--- config.mk ---
export PLATFORM = sky130hd
export DESIGN_NAME = seg7_scan_driver
export DESIGN_NICKNAME = d
export VERILOG_FILES = /design/src/rtl/seg7_pkg.sv /design/src/rtl/seg7_hex_decode.sv /design/src/rtl/seg7_scan_driver.sv
export SDC_FILE = /design/constraint.sdc
export NUM_CORES = 1
export LEC_CHECK = 0
export CAP_MARGIN = 0
export CORE_MARGIN = 2
export CORE_UTILIZATION = 40
export DETAILED_ROUTE_END_ITERATION = 8
export MAX_ROUTING_LAYER = met4
export PLACE_DENSITY = 0.64
export SLEW_MARGIN = 5
export SYNTH_ARGS = -nofsm -noshare
export SYNTH_HDL_FRONTEND = slang
export SYNTH_HIERARCHICAL = 1
export SYNTH_SLANG_ARGS = --single-unit
--- constraint.sdc ---
create_clock -name clk -period 3.2 [get_ports clk]
set_clock_uncertainty 0.05 [all_clocks]
set_input_delay 0.64 -clock clk [delete_from_list [all_inputs] [get_ports clk]]
set_output_delay 0.64 -clock clk [all_outputs]
set_load 0.01 [all_outputs]
--- src/rtl/seg7_pkg.sv ---
// Shared constants for the seven-segment scan driver: segment table,
// blank pattern and the digit-index width helper.
package seg7_pkg;

  localparam logic [6:0] SEG_OFF = 7'h7F;

  // Active-low a..g patterns (bit6=a, bit0=g); entry 15 first, entry 0 last.
  localparam logic [15:0][6:0] SEG_TABLE = {
    7'h38, 7'h30, 7'h42, 7'h31, 7'h60, 7'h08, 7'h04, 7'h00,
    7'h0F, 7'h20, 7'h24, 7'h4C, 7'h06, 7'h12, 7'h4F, 7'h01
  };

  function automatic int unsigned idx_width(input int unsigned n);
    if (n <= 32'd1) begin
      return 32'd1;
    end else begin
      return $clog2(n);
    end
  endfunction

endpackage

--- src/rtl/seg7_hex_decode.sv ---
// Combinational hex nibble to active-low seven-segment pattern.
module seg7_hex_decode
  import seg7_pkg::*;
(
  input  logic [3:0] nibble,
  output logic [6:0] seg_n
);

  // Table lookup covers all 16 codes, so no fallback is needed.
  always_comb begin
    seg_n = SEG_TABLE[nibble];
  end

endmodule

--- src/rtl/seg7_scan_driver.sv ---
// Time-multiplexed common-anode seven-segment driver with shadow/display
// double buffering. Define SEG7_LZB_EN to enable leading-zero blanking.
module seg7_scan_driver
  import seg7_pkg::*;
#(
  parameter int NUM_DIGITS  = 4,
  parameter int REFRESH_DIV = 65536,
  parameter int DEAD_CYCLES = 256
) (
  input  logic                                 clk,
  input  logic                                 rst_n,
  input  logic [4*NUM_DIGITS-1:0]              value,
  input  logic [NUM_DIGITS-1:0]                dp,
  input  logic [NUM_DIGITS-1:0]                blank,
  input  logic                                 load,
  output logic [6:0]                           seg_n,
  output logic                                 dp_n,
  output logic [NUM_DIGITS-1:0]                an_n,
  output logic [idx_width(NUM_DIGITS)-1:0]     digit_idx,
  output logic                                 frame_tick
);

  localparam int PW = (REFRESH_DIV <= 2) ? 1 : $clog2(REFRESH_DIV);
  localparam int IW = idx_width(NUM_DIGITS);
  localparam logic [PW-1:0] PRESC_LAST = PW'(REFRESH_DIV - 1);
  localparam logic [PW-1:0] DEAD_END   = PW'(DEAD_CYCLES);
  localparam logic [IW-1:0] DIGIT_LAST = IW'(NUM_DIGITS - 1);

  logic [PW-1:0]             presc_r;
  logic [IW-1:0]             digit_r;
  logic [4*NUM_DIGITS-1:0]   shadow_val_r;
  logic [NUM_DIGITS-1:0]     shadow_dp_r;
  logic [NUM_DIGITS-1:0]     shadow_blank_r;
  logic [4*NUM_DIGITS-1:0]   disp_val_r;
  logic [NUM_DIGITS-1:0]     disp_dp_r;
  logic [NUM_DIGITS-1:0]     disp_blank_r;
  logic                      pending_r;
  logic [6:0]                seg_n_r;
  logic                      dp_n_r;
  logic [NUM_DIGITS-1:0]     an_n_r;
  logic                      frame_tick_r;

  logic                      slot_end_s;
  logic                      frame_end_s;
  logic                      anode_on_s;
  logic [3:0]                nib_s;
  logic                      dp_sel_s;
  logic                      dark_s;
  logic [NUM_DIGITS-1:0]     an_sel_s;
  logic [NUM_DIGITS-1:0]     lzb_dark_s;
  logic [6:0]                dec_seg_s;

  assign slot_end_s  = (presc_r == PRESC_LAST);
  assign frame_end_s = slot_end_s && (digit_r == DIGIT_LAST);
  assign anode_on_s  = (presc_r >= DEAD_END);

  // Slot prescaler: counts 0..REFRESH_DIV-1 and wraps.
  always_ff @(posedge clk or negedge rst_n) begin
    if (!rst_n) begin
      presc_r <= {PW{1'b0}};
    end else if (slot_end_s) begin
      presc_r <= {PW{1'b0}};
    end else begin
      presc_r <= presc_r + 1'b1;
    end
  end

  // Digit scan counter advances at each slot end, wrapping after the last digit.
  always_ff @(posedge clk or negedge rst_n) begin
    if (!rst_n) begin
      digit_r <= {IW{1'b0}};
    end else if (slot_end_s) begin
      if (digit_r == DIGIT_LAST) begin
        digit_r <= {IW{1'b0}};
      end else begin
        digit_r <= digit_r + 1'b1;
      end
    end else begin
      digit_r <= digit_r;
    end
  end

  // Shadow capture and frame-aligned transfer to the display copy; a load on
  // the boundary bypasses the shadow so the new frame starts immediately.
  always_ff @(posedge clk or negedge rst_n) begin
    if (!rst_n) begin
      shadow_val_r   <= {(4*NUM_DIGITS){1'b0}};
      shadow_dp_r    <= {NUM_DIGITS{1'b0}};
      shadow_blank_r <= {NUM_DIGITS{1'b0}};
      disp_val_r     <= {(4*NUM_DIGITS){1'b0}};
      disp_dp_r      <= {NUM_DIGITS{1'b0}};
      disp_blank_r   <= {NUM_DIGITS{1'b0}};
      pending_r      <= 1'b0;
    end else if (load && frame_end_s) begin
      shadow_val_r   <= value;
      shadow_dp_r    <= dp;
      shadow_blank_r <= blank;
      disp_val_r     <= value;
      disp_dp_r      <= dp;
      disp_blank_r   <= blank;
      pending_r      <= 1'b0;
    end else if (load) begin
      shadow_val_r   <= value;
      shadow_dp_r    <= dp;
      shadow_blank_r <= blank;
      pending_r      <= 1'b1;
    end else if (frame_end_s && pending_r) begin
      disp_val_r     <= shadow_val_r;
      disp_dp_r      <= shadow_dp_r;
      disp_blank_r   <= shadow_blank_r;
      pending_r      <= 1'b0;
    end else begin
      pending_r      <= pending_r;
    end
  end

`ifdef SEG7_LZB_EN
  logic upper_zero_s;

  // A digit is dark when it and every digit above it hold zero; digit 0 is exempt.
  always_comb begin
    lzb_dark_s   = {NUM_DIGITS{1'b0}};
    upper_zero_s = 1'b1;
    for (int i = NUM_DIGITS - 1; i >= 1; i--) begin
      upper_zero_s  = upper_zero_s & (disp_val_r[4*i +: 4] == 4'h0);
      lzb_dark_s[i] = upper_zero_s;
    end
  end
`else
  assign lzb_dark_s = {NUM_DIGITS{1'b0}};
`endif

  // Select nibble, decimal point, darkness and anode for the scanned digit.
  always_comb begin
    nib_s    = 4'h0;
    dp_sel_s = 1'b0;
    dark_s   = 1'b0;
    an_sel_s = {NUM_DIGITS{1'b0}};
    for (int i = 0; i < NUM_DIGITS; i++) begin
      an_sel_s[i] = (digit_r == IW'(i));
      nib_s       = an_sel_s[i] ? disp_val_r[4*i +: 4] : nib_s;
      dp_sel_s    = an_sel_s[i] ? disp_dp_r[i] : dp_sel_s;
      dark_s      = an_sel_s[i] ? (disp_blank_r[i] | lzb_dark_s[i]) : dark_s;
    end
  end

  seg7_hex_decode u_decode (
    .nibble (nib_s),
    .seg_n  (dec_seg_s)
  );

  // Registered pin drivers; the anode stays off for the dead time of each slot.
  always_ff @(posedge clk or negedge rst_n) begin
    if (!rst_n) begin
      seg_n_r      <= SEG_OFF;
      dp_n_r       <= 1'b1;
      an_n_r       <= {NUM_DIGITS{1'b1}};
      frame_tick_r <= 1'b0;
    end else begin
      seg_n_r      <= dark_s ? SEG_OFF : dec_seg_s;
      dp_n_r       <= dark_s | ~dp_sel_s;
      an_n_r       <= anode_on_s ? ~an_sel_s : {NUM_DIGITS{1'b1}};
      frame_tick_r <= frame_end_s;
    end
  end

  assign seg_n      = seg_n_r;
  assign dp_n       = dp_n_r;
  assign an_n       = an_n_r;
  assign digit_idx  = digit_r;
  assign frame_tick = frame_tick_r;

endmodule

==> results of run 1 <==
## repair_timing
item                                    4_1_cts  5_1_grt
gates resized for setup                       0        1
endpoints found under the hold margin         0        0
endpoints found under the setup margin        0        1
## critical path, cell delays in order, from the launching register on
cell and delay, ps:
sky130_fd_sc_hd__dfrtp_1 430, sky130_fd_sc_hd__inv_1 120, sky130_fd_sc_hd__ha_1 180, sky130_fd_sc_hd__nor2b_2 280, sky130_fd_sc_hd__a22oi_1 100, sky130_fd_sc_hd__nor2_1 100, sky130_fd_sc_hd__a21oi_1 50, sky130_fd_sc_hd__o21ai_0 320
sky130_fd_sc_hd__inv_1 160, sky130_fd_sc_hd__ha_1 310, sky130_fd_sc_hd__inv_1 40, sky130_fd_sc_hd__mux4_1 450, sky130_fd_sc_hd__nand2b_1 150
## flip-flops by register name, summed over array words and instances (netlist names)
name            flops
dp_n                1
shadow_dp_r         4
disp_blank_r        4
shadow_blank_r      4
digit_idx           2
an_n                4
pending_r           1
frame_tick          1
disp_val_r         16
presc_r            16
seg_n               7
disp_dp_r           4
shadow_val_r       16
## worst min-delay path by stage
stage | start | to | slack [ps] | cells past startpoint
floorplan | rst_n | digit_idx[0] | 290 | 0
global placement | shadow_blank_r[3] | shadow_blank_r[3] | 430 | 1
detailed placement | shadow_blank_r[3] | shadow_blank_r[3] | 440 | 1
CTS | rst_n | presc_r[12] | 440 | 1
global route | shadow_blank_r[3] | shadow_blank_r[3] | 470 | 1
finish | rst_n | disp_dp_r[3] | 400 | 1
## final cells by class
type | count | area [µm²] | area share
well taps | 111 | 139 | 0.0312
multi-input cells | 215 | 1620 | 0.364
clock inverters | 6 | 35.0 | 0.00787
clock buffers | 10 | 138 | 0.0309
repair buffers | 48 | 460 | 0.103
flip-flops and latches | 80 | 2020 | 0.453
inverters | 11 | 41.3 | 0.00928
## cell usage after synthesis (2+ instances only)
cell / number / share of area
sky130_fd_sc_hd__a21oi_1: 8 / 0.011
sky130_fd_sc_hd__a221oi_1: 2 / 0.0046
sky130_fd_sc_hd__a22o_1: 2 / 0.0046
sky130_fd_sc_hd__a22oi_1: 12 / 0.024
sky130_fd_sc_hd__a31oi_1: 8 / 0.013
sky130_fd_sc_hd__and2b_2: 2 / 0.0046
sky130_fd_sc_hd__and3_2: 2 / 0.0040
sky130_fd_sc_hd__and4_1: 3 / 0.0069
sky130_fd_sc_hd__buf_2: 4 / 0.0053
sky130_fd_sc_hd__buf_6: 3 / 0.0089
sky130_fd_sc_hd__clkbuf_1: 6 / 0.0059
sky130_fd_sc_hd__clkbuf_2: 3 / 0.0040
sky130_fd_sc_hd__dfrtp_1: 68 / 0.45
sky130_fd_sc_hd__dfstp_2: 12 / 0.083
sky130_fd_sc_hd__ha_1: 13 / 0.043
sky130_fd_sc_hd__inv_1: 11 / 0.011
sky130_fd_sc_hd__mux2_2: 29 / 0.086
sky130_fd_sc_hd__mux2_4: 8 / 0.032
sky130_fd_sc_hd__mux2i_1: 4 / 0.011
sky130_fd_sc_hd__nand2_1: 31 / 0.031
sky130_fd_sc_hd__nand2b_1: 7 / 0.012
sky130_fd_sc_hd__nand3_1: 6 / 0.0079
sky130_fd_sc_hd__nand4_1: 2 / 0.0033
sky130_fd_sc_hd__nor2_1: 24 / 0.024
sky130_fd_sc_hd__nor2b_1: 3 / 0.0050
sky130_fd_sc_hd__nor3_1: 2 / 0.0026
sky130_fd_sc_hd__nor3b_1: 9 / 0.018
sky130_fd_sc_hd__nor4_1: 2 / 0.0033
sky130_fd_sc_hd__o21ai_0: 12 / 0.016
sky130_fd_sc_hd__xnor2_1: 3 / 0.0069
sky130_fd_sc_hd__xor2_1: 11 / 0.025
## cell families after synthesis
| family | after synthesis | synth area share |
|---|---|---|
| DFF | 80 | 0.532 |
| adders and majority gates | 13 | 0.0429 |
| buffers and inverters | 29 | 0.0413 |
| muxes | 42 | 0.135 |
| AOI/OAI and AO/OA | 46 | 0.0772 |
| xor gates and xnor gates | 14 | 0.0323 |
| and+or+nand+nor | 100 | 0.139 |
## stage by stage
step,hold WS [ps],cells
3_3_place_gp,431,465
6_report,403,481
2_1_floorplan,294,324
3_5_place_dp,437,465
5_1_grt,467,481
4_1_cts,438,481
## routing by layer
metal | routed length [µm] | global-route usage | part of all wire
met5 | 0 | - | 0
met1 | 3610 | 0.222 | 0.50
met2 | 3240 | 0.223 | 0.45
met4 | 132 | 0.0707 | 0.018
met3 | 255 | 0.0276 | 0.035
## power groups by stage
stage / Sequential (mW) / Combinational (mW) / Clock (mW)
after floorplan: 1.07 / 0.0460 / 0
after global placement: 1.07 / 0.109 / 0
after detailed placement: 1.07 / 0.110 / 0
after CTS: 1.05 / 0.111 / 0.676
after global routing: 1.05 / 0.119 / 0.721
final: 1.05 / 0.107 / 0.656
==> results.md, run 1 <==
Yosys:
- The count of synthesis-stage warnings from yosys is 6.
- The post-synthesis net count is between 300 and 400.
- The per-instance average area after synthesis is between 10 and 15 µm².
- The synthesized design contains 80 register bits.
- Counting flops with an async set or reset pin after synthesis yields a share of 1.00.
- Yosys mapped the design onto 43 distinct sky130hd cell types.
- For this run, the register share of the synthesized area comes to 0.532.
- The dominant synthesized flop cell is sky130_fd_sc_hd__dfrtp_1.
- The post-synthesis cell count is ~320.
- The number of flops mapped to enable cells by yosys is 0.
- The mapped netlist covers 3790 µm².

Drt:
- Before antenna repair, the detailed router went through 4 iterations.
- The detailed-route via count is between 2,000 and 2,500.
- The number of DRC violations after detailed-routing iteration 0 is a little over 80.
- In the routed layout, each cell is associated on average with a via count of approximately 5.2.
- The overall routed net length is just over 7000 µm.
- The routed length per instance is around 15 µm.
- The remaining design rule violation count is 0.
- The count of nets left with antenna violations once routing finished came out at 0.

Hold path:
- The type of the most critical hold path is input pin to async pin.

STA:
- In the finished design, the share of the clock period the worst path needs comes to 0.876.
- Setup violations remaining at the end of the flow were counted as 0.
- The total negative setup slack is 0 ps.
- The final number of max-transition violations is 0.
- After layout, the minimum clock period comes to 2800 ps.
- The minimum setup slack in the final design is ~400 ps.
- At the pin with the least slew margin, the transition time is approximately 1000 ps.
- The final-report hold violation count was 0.
- The worst max-slew margin expressed relative to the limit is 0.341.
- Setup repair after global routing left no endpoint under its margin.
- Timing would allow up to 357 MHz.

Worst setup path:
- Of all nets on the critical path, the largest fanout is 6.
- STA classifies the critical path endpoint as a flop.
- The capture point of the critical path is seg_n[3].
- The type of the worst setup path is flop to flop.
- The worst register-to-register path begins at digit_idx[0].
- STA puts the critical path data arrival time at between 3000 and 4000 ps.
- The kind of start point of the critical path is a flop.
- The worst setup slack for register-to-register paths is just under 400 ps.
- Tracing the worst setup path back leads to its startpoint at digit_idx[0].
- Data on the critical path is required at its endpoint by 3410 ps.
- The path depth of the worst reg2reg path is 12.
- The destination of the worst register-to-register timing path is seg_n[3].

Clock tree:
- Clock tree synthesis found a total of 80 sinks.
- The number of clock buffers added by TritonCTS is 9.
- Clock-pin slew was measured on the worst setup and hold paths at 80 ps.
- The cell chosen for the clock root is sky130_fd_sc_hd__clkbuf_8.
- Post-CTS timing repair inserted 0 buffers for setup.
- The latest clock arrival within the worst-skew pair is 350 ps.
- The TritonCTS clock tree is built.
- The hold-fix buffer count after cts is 0.
- The H-tree depth reported by CTS is 3.
- The clock passes through at most 2 buffers.

Floorplanning:
- The initial core utilization is 0.412.
- The floorplan step defined a die boundary enclosing 10,300 µm².
- The number of placement rows is 35.
- The floorplan die width is 101 µm.
- The boundary pin count is between 40 and 50.
- In this run the vertical extent of the chip is ~100 µm.
- The total area inside the core boundary comes to 9200 µm².

Cells and area:
- For this run, the share of the core covered by cells in the final layout is 0.484.
- Relative to the synthesized area, the layout overhead comes to 17.4%.
- The share of layout cells above drive strength 1 is 0.216.
- The finished cells cover between 4000 and 5000 µm².
- The net count of the finished layout is 405.
- Leaving out fill and tap cells, the most frequent cells in the layout are sky130_fd_sc_hd__dfrtp_1, sky130_fd_sc_hd__clkdlybuf4s50_1, sky130_fd_sc_hd__nand2_1.
- The library cell used most frequently in the layout, excluding fill and tap cells, is sky130_fd_sc_hd__dfrtp_1.
- After filler insertion, the fill cell instance count of the layout stands at roughly 870.
- The antenna diode count is 0.

Placed design:
- The half-perimeter wire length of the detailed placement result is just under 5000 µm.
- The placed instances occupy a cell area of around 4300 µm².
- The final weighted congestion in routability-driven placement is just under 0.8.
- Before CTS, the worst setup slack after placement is 278 ps.
- The count of input and output buffers is 41.

Global route:
- Summed over all layers, the global routing overflow is 0.
- The number of antenna violations at the first check in global routing is 0.
- The number of global-route vias before repair is between 2,000 and 2,500.
- Entering global routing, the biggest net connects 81 pins.
- Across every metal layer, demand over resource in global routing totals 0.158.
- The wire length of the first global-routing pass is around 12,000 µm.

Power and ir drop:
- Of the total power, the share spent switching nets is 0.231.
- The cell area power density is around 410 nW/µm².
- Summed over all nets, the switching power comes to 0.420 mW.
- The internal power is roughly 1.4 mW.
- IR analysis of the VDD net gives a maximum drop of about 0.00019 V.
- The share of total power dissipated in sequential elements is 0.579.
- The proportion of power drawn by the clock network is 0.362.
- The design draws approximately 1.8 mW.
- The leakage power is ~2.0 nW.
- The part of the total power dissipated in combinational logic is 0.059.

Status:
- The flow ran to the end, and the final reports show no timing, DRC or antenna violations.

Flow run:
- Across the run, the number of max-cap violations was 0.
Note: power is estimated with default switching activity, not from simulation.
==> run 2: changes to the inputs <==
Settings changed: CTS_CLUSTER_DIAMETER set to 150.
==> results of run 2 <==
No change in the layout: final DEF, timing and power equal those of run 1.
==> run 3: changes to the inputs <==
Settings changed: RECOVER_POWER set to 50.
==> run 3 against run 2 <==
The flow now finishes with violations (max-capacitance violations, max-slew violations). Sequential power about the same. Die area unchanged. Setup slack unchanged. Hold slack improved by 50 ps. Via count unchanged. Register-to-register slack about the same. Critical path type unchanged. First-iteration DRC count unchanged. Total power about the same. Clock-buffer cell count unchanged. Cell area about the same. Critical path depth unchanged. Critical endpoint unchanged.
==> results.md, run 3 (synthesis gave the netlist of run 1 again) <==
Floorplanning:
- The boundary pin count is 42.
- The region available for standard cell placement spans around 9000 µm².
- The number of placement rows is 35.
- The initial core utilization is 0.412.
- The floorplan die area is approximately 10,000 µm².
- The floorplan step set the die height to between 100 and 150 µm.
- The floorplan die width is 101 µm.

Drt:
- The number of DRC violations after detailed-routing iteration 0 is around 80.
- The number of vias per cell is 5.17.
- The number of optimization iterations in the first detailed-route pass is 4.
- Summing over every cut layer, the via total after detailed routing is 2,489.
- After detailed routing, the average wire length per cell comes to 15.0 µm.
- The remaining design rule violation count is 0.
- The detail route stage leaves a number of antenna-violating nets equal to 0.
- Wires add up to slightly above 7000 µm.

Cells and area:
- The largest registers in the layout are disp_val_r x16, presc_r x16, shadow_val_r x16.
- The share of layout cells above drive strength 1 is 0.216.
- The library cells used most frequently in the layout, excluding fill and tap cells, are sky130_fd_sc_hd__dfrtp_1, sky130_fd_sc_hd__clkdlybuf4s50_1, sky130_fd_sc_hd__nand2_1.
- For this run, the post-layout net count is a little over 400.
- The synthesis-to-layout area growth is 17.3%.
- The antenna diode count is 0.
- The number of filler instances in the final layout is roughly 870.
- For this run, the share of the core covered by cells in the final layout is 0.484.
- The library cell used most frequently in the layout, excluding fill and tap cells, is sky130_fd_sc_hd__dfrtp_1.

Power and ir drop:
- The proportion of power drawn by the clock network is 0.362.
- In this run the power density over the cells is 408 nW/µm².
- The fraction of power spent switching nets is 0.231.
- The analysis attributes to net switching a power of ~0.42 mW.
- The internal power is between 1 and 1.5 mW.
- The share of total power dissipated in sequential elements is 0.579.
- The final total power is between 1.5 and 2 mW.
- The worst-case IR drop observed on VDD is roughly 0.00019 V.
- The share of total power dissipated in combinational logic is 0.059.
- The analysis attributes to cell leakage a power of 2.03 nW.

Clock tree:
- The sink count of the clock tree is 80.
- The hold-fix buffer count after cts is 0.
- The clock tree synthesis step divided the H-tree into 3 levels.
- The number of post-CTS setup repair buffers is 0.
- The cell chosen for the clock root is sky130_fd_sc_hd__clkbuf_8.
- The TritonCTS clock tree is built.
- The clock-pin slew of the registers on the worst-case setup and hold paths is roughly 80 ps.
- The latest clock arrival within the worst-skew pair is 350 ps.
- The number of buffers inserted during clock tree synthesis is 9.
- The deepest clock path buffer count is 2.

STA:
- The ratio of final minimum period to clock period is 0.876.
- The final-report hold violation count came to 0.
- The final number of max-transition violations is between 80 and 90.
- The transition at the pin with the smallest max-transition slack is roughly 1900 ps.
- In this run the tightest slew margin relative to its limit is -0.294.
- The total setup violations reported at the end of the flow is 0.
- After routing, the total negative slack on setup checks comes to 0 ps.
- The smallest clock period supported by the final layout is computed as approximately 2800 ps.
- The upper clock frequency limit is 357 MHz.
- Setup repair after global routing left no endpoint under its margin.

Hold path:
- The type of the most critical hold path is flop to flop.

Worst setup path:
- The type of the worst setup path is flop to flop.
- For the worst setup path, the data arrival time is roughly 3000 ps.
- The cell type of the slowest stage on the worst timing path is sky130_fd_sc_hd__mux4_1.
- The critical path required time is around 3400 ps.
- In this run the worst path has a maximum fanout of 6.
- By instance count, the cell type seen most on the critical path is sky130_fd_sc_hd__inv_1.
- The signal on the critical path passes through inv_1 > ha_1 > nor2b_2 > a22oi_1 > nor2_1 > a21oi_1 > o21ai_0 > inv_1 > ha_1 > inv_1 > mux4_1 > nand2b_1.
- The endpoint kind of the worst setup timing path is a flop.
- The maximum single-stage delay on the critical path is around 450 ps.
- The kind of start point of the critical path is a flop.

Placed design:
- The final weighted congestion in routability-driven placement is just under 0.8.
- The wire-length estimate of the detail-placed layout is ~5000 µm.
- The count of input and output buffers is 41.

Flow run:
- Across the run, the number of max-cap violations was 1.

Global route:
- The total routing usage reported by global routing is 0.158.
- The number of antenna violations at the first check in global routing is 0.
- The wire length of the first global-routing pass is 12,300 µm.
- The global route total overflow is 0.
- Entering global routing, the biggest net connects 81 pins.
- The number of global-route vias before repair came to approximately 2,400.

Status:
- The checks that failed: max-capacitance violations, max-slew violations.
- The flow ran to the end, but the final reports show violations.
## run 3: final cells by class
type	instances	area [µm²]	area share
Clock inverter	6	35.0	0.00788
Inverter	11	41.3	0.00928
Timing Repair Buffer	48	458	0.103
Tap cell	111	139	0.0312
Clock buffer	10	138	0.0309
Multi-Input combinational cell	215	1620	0.364
Sequential cell	80	2020	0.453
## run 3: worst paths after layout
check	start	to	slack (ps)	depth (start not counted)
hold reg to reg	shadow_blank_r[3]	shadow_blank_r[3]	450	1
max in group asynchronous	rst_n	disp_val_r[6]	1170	1
setup / recovery	digit_idx[0]	seg_n[3]	400	12
hold / removal	shadow_blank_r[3]	shadow_blank_r[3]	450	1
setup reg to reg	digit_idx[0]	seg_n[3]	400	12
min in group asynchronous	rst_n	disp_dp_r[3]	780	1
## run 3: repair_timing
item                                   4_1_cts  5_1_grt
setup endpoints to repair                    0        1
endpoints found under the hold margin        0        0
gates resized for setup                      0        1
## run 3: routing by layer
layer | wire length, µm | vias to the layer above | global-route usage
met5 | 0 | - | -
met4 | 132 | 0 | 0.0707
met3 | 255 | 12 | 0.0276
met2 | 3240 | 52 | 0.223
met1 | 3600 | 1226 | 0.222
li1 | - | 1199 | -
## run 3: power by group through the flow
| stage | sequential, mW | combinational (mW) | clock (mW) |
|---|---|---|---|
| global placement | 1.07 | 0.109 | 0 |
| global route | 1.05 | 0.118 | 0.721 |
| floorplan | 1.07 | 0.0460 | 0 |
| detailed placement | 1.07 | 0.110 | 0 |
| finish | 1.05 | 0.107 | 0.656 |
| CTS | 1.05 | 0.111 | 0.676 |
## run 3: through the flow
step	setup slack, ps	std cells	hold WS (ps)	cell area, µm²
floorplan	124	324	294	3790
global placement	384	465	431	4280
detailed placement	278	465	437	4280
CTS	267	481	438	4450
global route	108	481	467	4450
finish	397	481	453	4450
## run 3: worst max-delay path, delay by kind of cell, from the launching register on
| family | cells | cell delay, ps |
|---|---|---|
| AOI/OAI and AO/OA | 3 | 470 |
| DFF | 1 | 430 |
| buffers and inverters | 3 | 320 |
| muxes | 1 | 450 |
| and+or+nand+nor | 3 | 530 |
| adders and majority gates | 2 | 490 |
